**config.mk**
```make
export PLATFORM = sky130hd
export DESIGN_NAME = alu_seq
export DESIGN_NICKNAME = d
export VERILOG_FILES = /design/src/rtl/alu_seq.sv
export SDC_FILE = /design/constraint.sdc
export NUM_CORES = 1
export LEC_CHECK = 0
export BUFFER_PORTS_ARGS = -buffer_cell sky130_fd_sc_hd__buf_2
export CAP_MARGIN = 20
export CORE_MARGIN = 5
export CORE_UTILIZATION = 45
export DETAILED_ROUTE_END_ITERATION = 8
export GPL_ROUTABILITY_DRIVEN = 0
export PLACE_DENSITY_LB_ADDON = 0.15
export SYNTH_ARGS = -nofsm -noshare
export SYNTH_HDL_FRONTEND = slang
export SYNTH_SLANG_ARGS = --single-unit
```
**constraint.sdc**
```tcl
create_clock -name clock -period 1.7 [get_ports clock]
set_input_delay 0.425 -clock clock [delete_from_list [all_inputs] [get_ports clock]]
set_output_delay 0.425 -clock clock [all_outputs]
set_load 0.02 [all_outputs]
```
**src/rtl/alu_seq.sv**
```systemverilog
// alu_seq: handshaked sequential ALU. Single-cycle ADD/SUB/MUL/logic ops.
// DIV/MOD run on an iterative restoring divider that takes WIDTH cycles.
// Build option: define ALU_SEQ_DIV_EN to include the divider. When it is
// undefined, DIV/MOD complete at once with result 0 and out_dbz set.
// Each result is held in an output register until the sink consumes it.
module alu_seq #(
  parameter int unsigned WIDTH = 8
) (
  input  logic             clock,
  input  logic             reset_n,
  input  logic             in_valid,
  output logic             in_ready,
  input  logic [2:0]       in_op,
  input  logic [WIDTH-1:0] in_a,
  input  logic [WIDTH-1:0] in_b,
  output logic             out_valid,
  input  logic             out_ready,
  output logic [WIDTH-1:0] out_result,
  output logic             out_carry,
  output logic             out_zero,
  output logic             out_ovf,
  output logic             out_dbz,
  output logic             busy
);

  localparam int unsigned PROD_W = 2 * WIDTH;
  localparam int unsigned CNT_W  = $clog2(WIDTH + 1);

  localparam logic [2:0] OP_ADD = 3'd0;
  localparam logic [2:0] OP_SUB = 3'd1;
  localparam logic [2:0] OP_MUL = 3'd2;
  localparam logic [2:0] OP_DIV = 3'd3;
  localparam logic [2:0] OP_MOD = 3'd4;
  localparam logic [2:0] OP_AND = 3'd5;
  localparam logic [2:0] OP_OR  = 3'd6;
  localparam logic [2:0] OP_XOR = 3'd7;

  typedef enum logic [1:0] {
    S_IDLE = 2'd0,
    S_BUSY = 2'd1,
    S_HOLD = 2'd2
  } state_e;

  state_e             state_q, state_d;
  logic [WIDTH-1:0]   res_q, res_d;
  logic               carry_q, carry_d;
  logic               zero_q, zero_d;
  logic               ovf_q, ovf_d;
  logic               dbz_q, dbz_d;

  logic               accept_c;
  logic [WIDTH:0]     sum_c;
  logic [WIDTH:0]     diff_c;
  logic [PROD_W-1:0]  prod_c;
  logic [WIDTH-1:0]   alu_res_c;
  logic               alu_carry_c;
  logic               alu_ovf_c;
  logic               alu_dbz_c;

`ifdef ALU_SEQ_DIV_EN
  logic [WIDTH-1:0]   quo_q, quo_d;
  logic [WIDTH-1:0]   dvs_q, dvs_d;
  logic [WIDTH-1:0]   rem_q, rem_d;
  logic [CNT_W-1:0]   cnt_q, cnt_d;
  logic               mod_q, mod_d;
  logic               start_div_c;
  logic [WIDTH:0]     rem_sh_c;
  logic               ge_c;
  logic [WIDTH-1:0]   rem_nx_c;
  logic [WIDTH-1:0]   quo_nx_c;
`endif

  // Handshake: accept from IDLE, or from HOLD when the held result drains now
  assign in_ready  = (state_q == S_IDLE) || ((state_q == S_HOLD) && out_ready);
  assign accept_c  = in_valid && in_ready;

  assign out_valid  = (state_q == S_HOLD);
  assign out_result = res_q;
  assign out_carry  = carry_q;
  assign out_zero   = zero_q;
  assign out_ovf    = ovf_q;
  assign out_dbz    = dbz_q;

`ifdef ALU_SEQ_DIV_EN
  assign busy = (state_q == S_BUSY);
`else
  assign busy = 1'b0;
`endif

  // Single-cycle result and flags for the operation presented at the input
  always_comb begin
    sum_c       = {1'b0, in_a} + {1'b0, in_b};
    diff_c      = {1'b0, in_a} - {1'b0, in_b};
    prod_c      = PROD_W'(in_a) * PROD_W'(in_b);
    alu_res_c   = '0;
    alu_carry_c = 1'b0;
    alu_ovf_c   = 1'b0;
    alu_dbz_c   = 1'b0;
`ifdef ALU_SEQ_DIV_EN
    start_div_c = 1'b0;
`endif
    case (in_op)
      OP_ADD: begin
        alu_res_c   = sum_c[WIDTH-1:0];
        alu_carry_c = sum_c[WIDTH];
        alu_ovf_c   = (in_a[WIDTH-1] == in_b[WIDTH-1]) &&
                      (sum_c[WIDTH-1] != in_a[WIDTH-1]);
      end
      OP_SUB: begin
        alu_res_c   = diff_c[WIDTH-1:0];
        alu_carry_c = diff_c[WIDTH];
        alu_ovf_c   = (in_a[WIDTH-1] != in_b[WIDTH-1]) &&
                      (diff_c[WIDTH-1] != in_a[WIDTH-1]);
      end
      OP_MUL: begin
        alu_res_c   = prod_c[WIDTH-1:0];
        alu_carry_c = |prod_c[PROD_W-1:WIDTH];
      end
      OP_DIV: begin
`ifdef ALU_SEQ_DIV_EN
        if (in_b == '0) begin
          alu_res_c = '1;
          alu_dbz_c = 1'b1;
        end else begin
          start_div_c = 1'b1;
        end
`else
        alu_dbz_c = 1'b1;
`endif
      end
      OP_MOD: begin
`ifdef ALU_SEQ_DIV_EN
        if (in_b == '0) begin
          alu_res_c = in_a;
          alu_dbz_c = 1'b1;
        end else begin
          start_div_c = 1'b1;
        end
`else
        alu_dbz_c = 1'b1;
`endif
      end
      OP_AND:  alu_res_c = in_a & in_b;
      OP_OR:   alu_res_c = in_a | in_b;
      OP_XOR:  alu_res_c = in_a ^ in_b;
      default: alu_res_c = '0;
    endcase
  end

`ifdef ALU_SEQ_DIV_EN
  // One restoring step: shift {rem, quo} left, trial-subtract the divisor
  always_comb begin
    rem_sh_c = {rem_q, quo_q[WIDTH-1]};
    ge_c     = (rem_sh_c >= {1'b0, dvs_q});
    rem_nx_c = ge_c ? WIDTH'(rem_sh_c - {1'b0, dvs_q}) : rem_sh_c[WIDTH-1:0];
    quo_nx_c = {quo_q[WIDTH-2:0], ge_c};
  end
`endif

  // Next-state and next-value logic for control and result registers
  always_comb begin
    state_d = state_q;
    res_d   = res_q;
    carry_d = carry_q;
    zero_d  = zero_q;
    ovf_d   = ovf_q;
    dbz_d   = dbz_q;
`ifdef ALU_SEQ_DIV_EN
    quo_d   = quo_q;
    dvs_d   = dvs_q;
    rem_d   = rem_q;
    cnt_d   = cnt_q;
    mod_d   = mod_q;
`endif
    case (state_q)
      S_IDLE, S_HOLD: begin
        if (accept_c) begin
`ifdef ALU_SEQ_DIV_EN
          if (start_div_c) begin
            state_d = S_BUSY;
            quo_d   = in_a;
            dvs_d   = in_b;
            rem_d   = '0;
            cnt_d   = CNT_W'(WIDTH);
            mod_d   = (in_op == OP_MOD);
          end else begin
            state_d = S_HOLD;
            res_d   = alu_res_c;
            carry_d = alu_carry_c;
            zero_d  = (alu_res_c == '0);
            ovf_d   = alu_ovf_c;
            dbz_d   = alu_dbz_c;
          end
`else
          state_d = S_HOLD;
          res_d   = alu_res_c;
          carry_d = alu_carry_c;
          zero_d  = (alu_res_c == '0);
          ovf_d   = alu_ovf_c;
          dbz_d   = alu_dbz_c;
`endif
        end else if ((state_q == S_HOLD) && out_ready) begin
          state_d = S_IDLE;
        end
      end
      S_BUSY: begin
`ifdef ALU_SEQ_DIV_EN
        quo_d = quo_nx_c;
        rem_d = rem_nx_c;
        cnt_d = cnt_q - CNT_W'(1);
        if (cnt_q == CNT_W'(1)) begin
          state_d = S_HOLD;
          res_d   = mod_q ? rem_nx_c : quo_nx_c;
          carry_d = 1'b0;
          zero_d  = mod_q ? (rem_nx_c == '0) : (quo_nx_c == '0);
          ovf_d   = 1'b0;
          dbz_d   = 1'b0;
        end
`else
        state_d = S_IDLE;
`endif
      end
      default: state_d = S_IDLE;
    endcase
  end

  // State and result registers; reset discards any in-flight division
  always_ff @(posedge clock or negedge reset_n) begin
    if (!reset_n) begin
      state_q <= S_IDLE;
      res_q   <= '0;
      carry_q <= 1'b0;
      zero_q  <= 1'b0;
      ovf_q   <= 1'b0;
      dbz_q   <= 1'b0;
    end else begin
      state_q <= state_d;
      res_q   <= res_d;
      carry_q <= carry_d;
      zero_q  <= zero_d;
      ovf_q   <= ovf_d;
      dbz_q   <= dbz_d;
    end
  end

`ifdef ALU_SEQ_DIV_EN
  // Divider working registers
  always_ff @(posedge clock or negedge reset_n) begin
    if (!reset_n) begin
      quo_q <= '0;
      dvs_q <= '0;
      rem_q <= '0;
      cnt_q <= '0;
      mod_q <= 1'b0;
    end else begin
      quo_q <= quo_d;
      dvs_q <= dvs_d;
      rem_q <= rem_d;
      cnt_q <= cnt_d;
      mod_q <= mod_d;
    end
  end
`endif

endmodule

```
==> qor.csv <==
stage,metric,value,unit
setup_path,CP Class,in -> reg,
floorplanning,io pins,38,
clocking,CTS tree,yes,
logic_synthesis,Synth Flop Type,dfrtp_1,
clocking,CTS Sinks,13,
pwr,Comb pwr share,86.0,%
clocking,worst-case clock buffer depth,2,
worst_hold_path,worst hold path type,in -> async,
setup_path,Worst Path Max Fanout,6,
setup_path,Crit. End Element,flip-flop,
global_route,largest net degree at the start of global routing,17,
setup_path,crit start category,input pin,
setup_path,CP cell instances,buf_12 > ha_4 > inv_4 > fa_2 > inv_2 > ha_4 > inv_2 > fa_1 > fa_1 > inv_2 > ha_4 > nand3_2 > o211ai_1 > mux2_4 > a22o_1 > a22o_1 > and3_1 > o22ai_1,
finish,Reg area,325,um2
floorplanning,Die Y,101,um
logic_synthesis,Syn Inst Count,466,
detailed_routing,number of vias per cell,5.24,
logic_synthesis,Avg Synthesized Cell Area,7.99,um2
setup_path,"delay-heaviest family, CP",adder cells,
logic_synthesis,post-synth top area cell,fa_1,
timing,Max Transition Viols Final,0,
timing,final period utilization,246,%
setup_path,R2R setup slack,0.05,ns
run_status,violated checks,setup timing,
placement,DP Wirelength,9.73,mm
finish,Ant. Diodes,0,
timing,crit path time final,4.19,ns
clocking,"Clk pin slew, worst setup/hold paths",0.06,ns
placement,Place WS,-2.79,ns
timing,clk_skew,0.00344,ns
setup_path,worst reg2reg path depth,6,
placement,port bufs,36,
pwr,clock power share,5.8,%
placement,placed insts,717,
global_route,vias in the first global route,4201,
setup_path,"slowest stage cell, crit path",fa_2,
timing,setup ws final,-2.49,ns
floorplanning,die width,101,um
detailed_routing,DR iter-0 viols,93,
pwr,Switching Power,0.00214,W
finish,Non-Filler Instances,738,
logic_synthesis,synth unique cells,60,
timing,RSZ-0062 raised after global routing,true,
detailed_routing,Vias,3867,
pwr,P_int,0.00265,W
detailed_routing,post-DR wirelength/cell,16.3,um
floorplanning,Core Footprint,8130,um2
floorplanning,row count,33,
logic_synthesis,mapped cell area,3720,um2
pwr,leakage,2.89,nW
clocking,hold buffers post-CTS,0,
clocking,clk_lat worst skew,0.24,ns
detailed_routing,DRC errors left,0,
pwr,Sw Share,44.8,%
clocking,Num CTS Buffers,3,
floorplanning,full die area,10200,um2
detailed_routing,Routed Antenna Nets,0,
detailed_routing,drt total wl,12.0,mm
setup_path,worst setup path startpoint,in_a[3],
global_route,global-route wire length before repair,19.8,mm
pwr,Cell Pwr Density,813,nW/um2
setup_path,reg2reg end,out_zero,
setup_path,"Req. time, crit path",1.86,ns
finish,Multi-input gate area,3610,um2
finish,Nets,755,
timing,maximum clock rate,239,MHz
logic_synthesis,Synth Register Bits,13,
finish,Layout area overhead,58.1,%
setup_path,reg2reg start,state_q[1],
setup_path,CP max stage delay,0.56,ns
global_route,initial antenna violation count,0,
detailed_routing,drt pass-1 iters,4,
setup_path,Critical Path Sink,out_carry,
pwr,sequential power share,8.2,%
setup_path,Worst Path Arrival,4.35,ns
logic_synthesis,fraction of registers with async set/reset,100,%
logic_synthesis,Post-synth EDFFs,0,
logic_synthesis,yosys synthesis warning count,0,
timing,final setup fails,11,
global_route,gr usage total,24.3,%
finish,final design utilization,72.4,%
flow_run,MaxCap Viol Count,0,
pwr,peak supply drop,0.000709,V
logic_synthesis,main area contributors after synthesis,"fa_1, ha_1, dfrtp_1",
clocking,clk root buf,clkbuf_8,
global_route,total gr overflow,0,
setup_path,crit path buf inv count,5,
run_status,status,"finished, violations left",
setup_path,critical path depth,18,
timing,endpoints failing hold,0,
finish,fraction of layout cells with a size suffix above 1,45.8,%
logic_synthesis,"Seq/Total Area, Yosys",8.73,%
logic_synthesis,post-synth top area share,20.4,%
finish,Fill cells,612,
logic_synthesis,Mapped Nets,587,
clocking,CTS H-tree lvls,1,
floorplanning,Starting Density,45.8,%
[Yosys cell counts, types with 3 or more instances]
library cell  number
nand2_1           45
clkinv_1           3
nor2_1            51
ha_1              60
clkbuf_1           3
inv_1             81
nor2b_1            4
a22o_1             5
nand2b_1           9
xor2_1             6
a22oi_1            5
a31oi_1            4
nand3_1            5
buf_4              3
a21o_1             5
mux2i_1            6
mux2_2             5
xnor2_1            7
o21a_1             4
nor3_1            10
buf_2              5
fa_1              38
dfrtp_1           13
o21ai_0           26
a21oi_1           17
[timing repair]
| action | CTS | global route |
|---|---|---|
| buffers inserted | 15 | 5 |
| pin swaps | 41 | 36 |
| gates resized for setup | 96 | 56 |
| endpoints found under the setup margin | 11 | 11 |
[layer usage]
layer  vias to the layer above  wire length (um)  track usage, %
met5                         -                 0               0
met4                         0               383            7.67
met3                        33               358            2.49
met2                        79              6160            43.7
met1                      1875              5120            30.4
li1                       1880                 -               -
[power by group through the flow]
stage          Clock [W]  Combinational [W]  Sequential, W
3_3_place_gp           0            0.00319       0.000393
2_1_floorplan          0            0.00205       0.000465
5_1_grt         0.000302            0.00453       0.000398
4_1_cts         0.000285            0.00360       0.000391
3_5_place_dp           0            0.00326       0.000396
6_report        0.000279            0.00412       0.000391
[worst min path at each step]
stage | startpoint | end | depth (start not counted)
2_1_floorplan | reset_n | out_carry | 0
3_3_place_gp | reset_n | out_result[2] | 1
3_5_place_dp | reset_n | out_result[2] | 1
4_1_cts | reset_n | out_result[2] | 1
5_1_grt | reset_n | out_result[7] | 1
6_report | reset_n | out_zero | 1
[registers in the layout (all words and copies together) (netlist names)]
register    count
state_q         1
out_zero        1
out_carry       1
out_result      8
out_ovf         1
out_dbz         1
[placed cells by master (no fill, tap or decap), types with 4 or more instances in the layout]
cell type,instances
inv_4,5
ha_1,37
o21ai_0,12
xnor2_1,6
inv_1,58
buf_6,25
o21ai_1,9
nand2_1,39
xor2_1,6
a21oi_1,14
a21o_1,5
nor3_1,10
o21a_1,4
ha_4,23
dfrtp_1,13
nor2_1,39
nor2_4,8
fa_2,5
buf_4,120
nor2_2,4
buf_2,24
a22o_1,5
o21ai_2,4
nor2b_1,4
fa_1,33
nand2_2,4
mux2i_1,6
nand2b_1,9
buf_12,5
inv_2,18
[per-stage QoR]
stage	power [W]	hold slack [ns]	area [um2]	TNS, ns
after floorplan	0.00251	0.129	3940	-12.66
after global placement	0.00359	0.320	5110	-19.40
after detailed placement	0.00366	0.330	5110	-19.96
after CTS	0.00427	0.0708	5670	-15.50
after global routing	0.00522	0.0836	5890	-16.40
final	0.00479	0.0650	5890	-15.38
[cell type report]
type | instances | share of cell area, %
Clock buffer | 4 | 0.765
Inverter | 85 | 5.86
Multi-Input combinational cell | 355 | 61.3
Timing Repair Buffer | 176 | 24.3
Sequential cell | 13 | 5.52
Tap cell | 105 | 2.23
[cells by family after synthesis]
family          after synthesis  synth area share, %
buf+inv                      98                 10.4
simple gates                137                 16.4
flops                        13                 8.73
compound gates               95                 17.6
mux                          11                 3.12
other cells                   1                0.101
fa+ha+maj                    98                 40.6
xor+xnor                     13                 3.06
No activity file was read; power rests on OpenSTA's default activity.
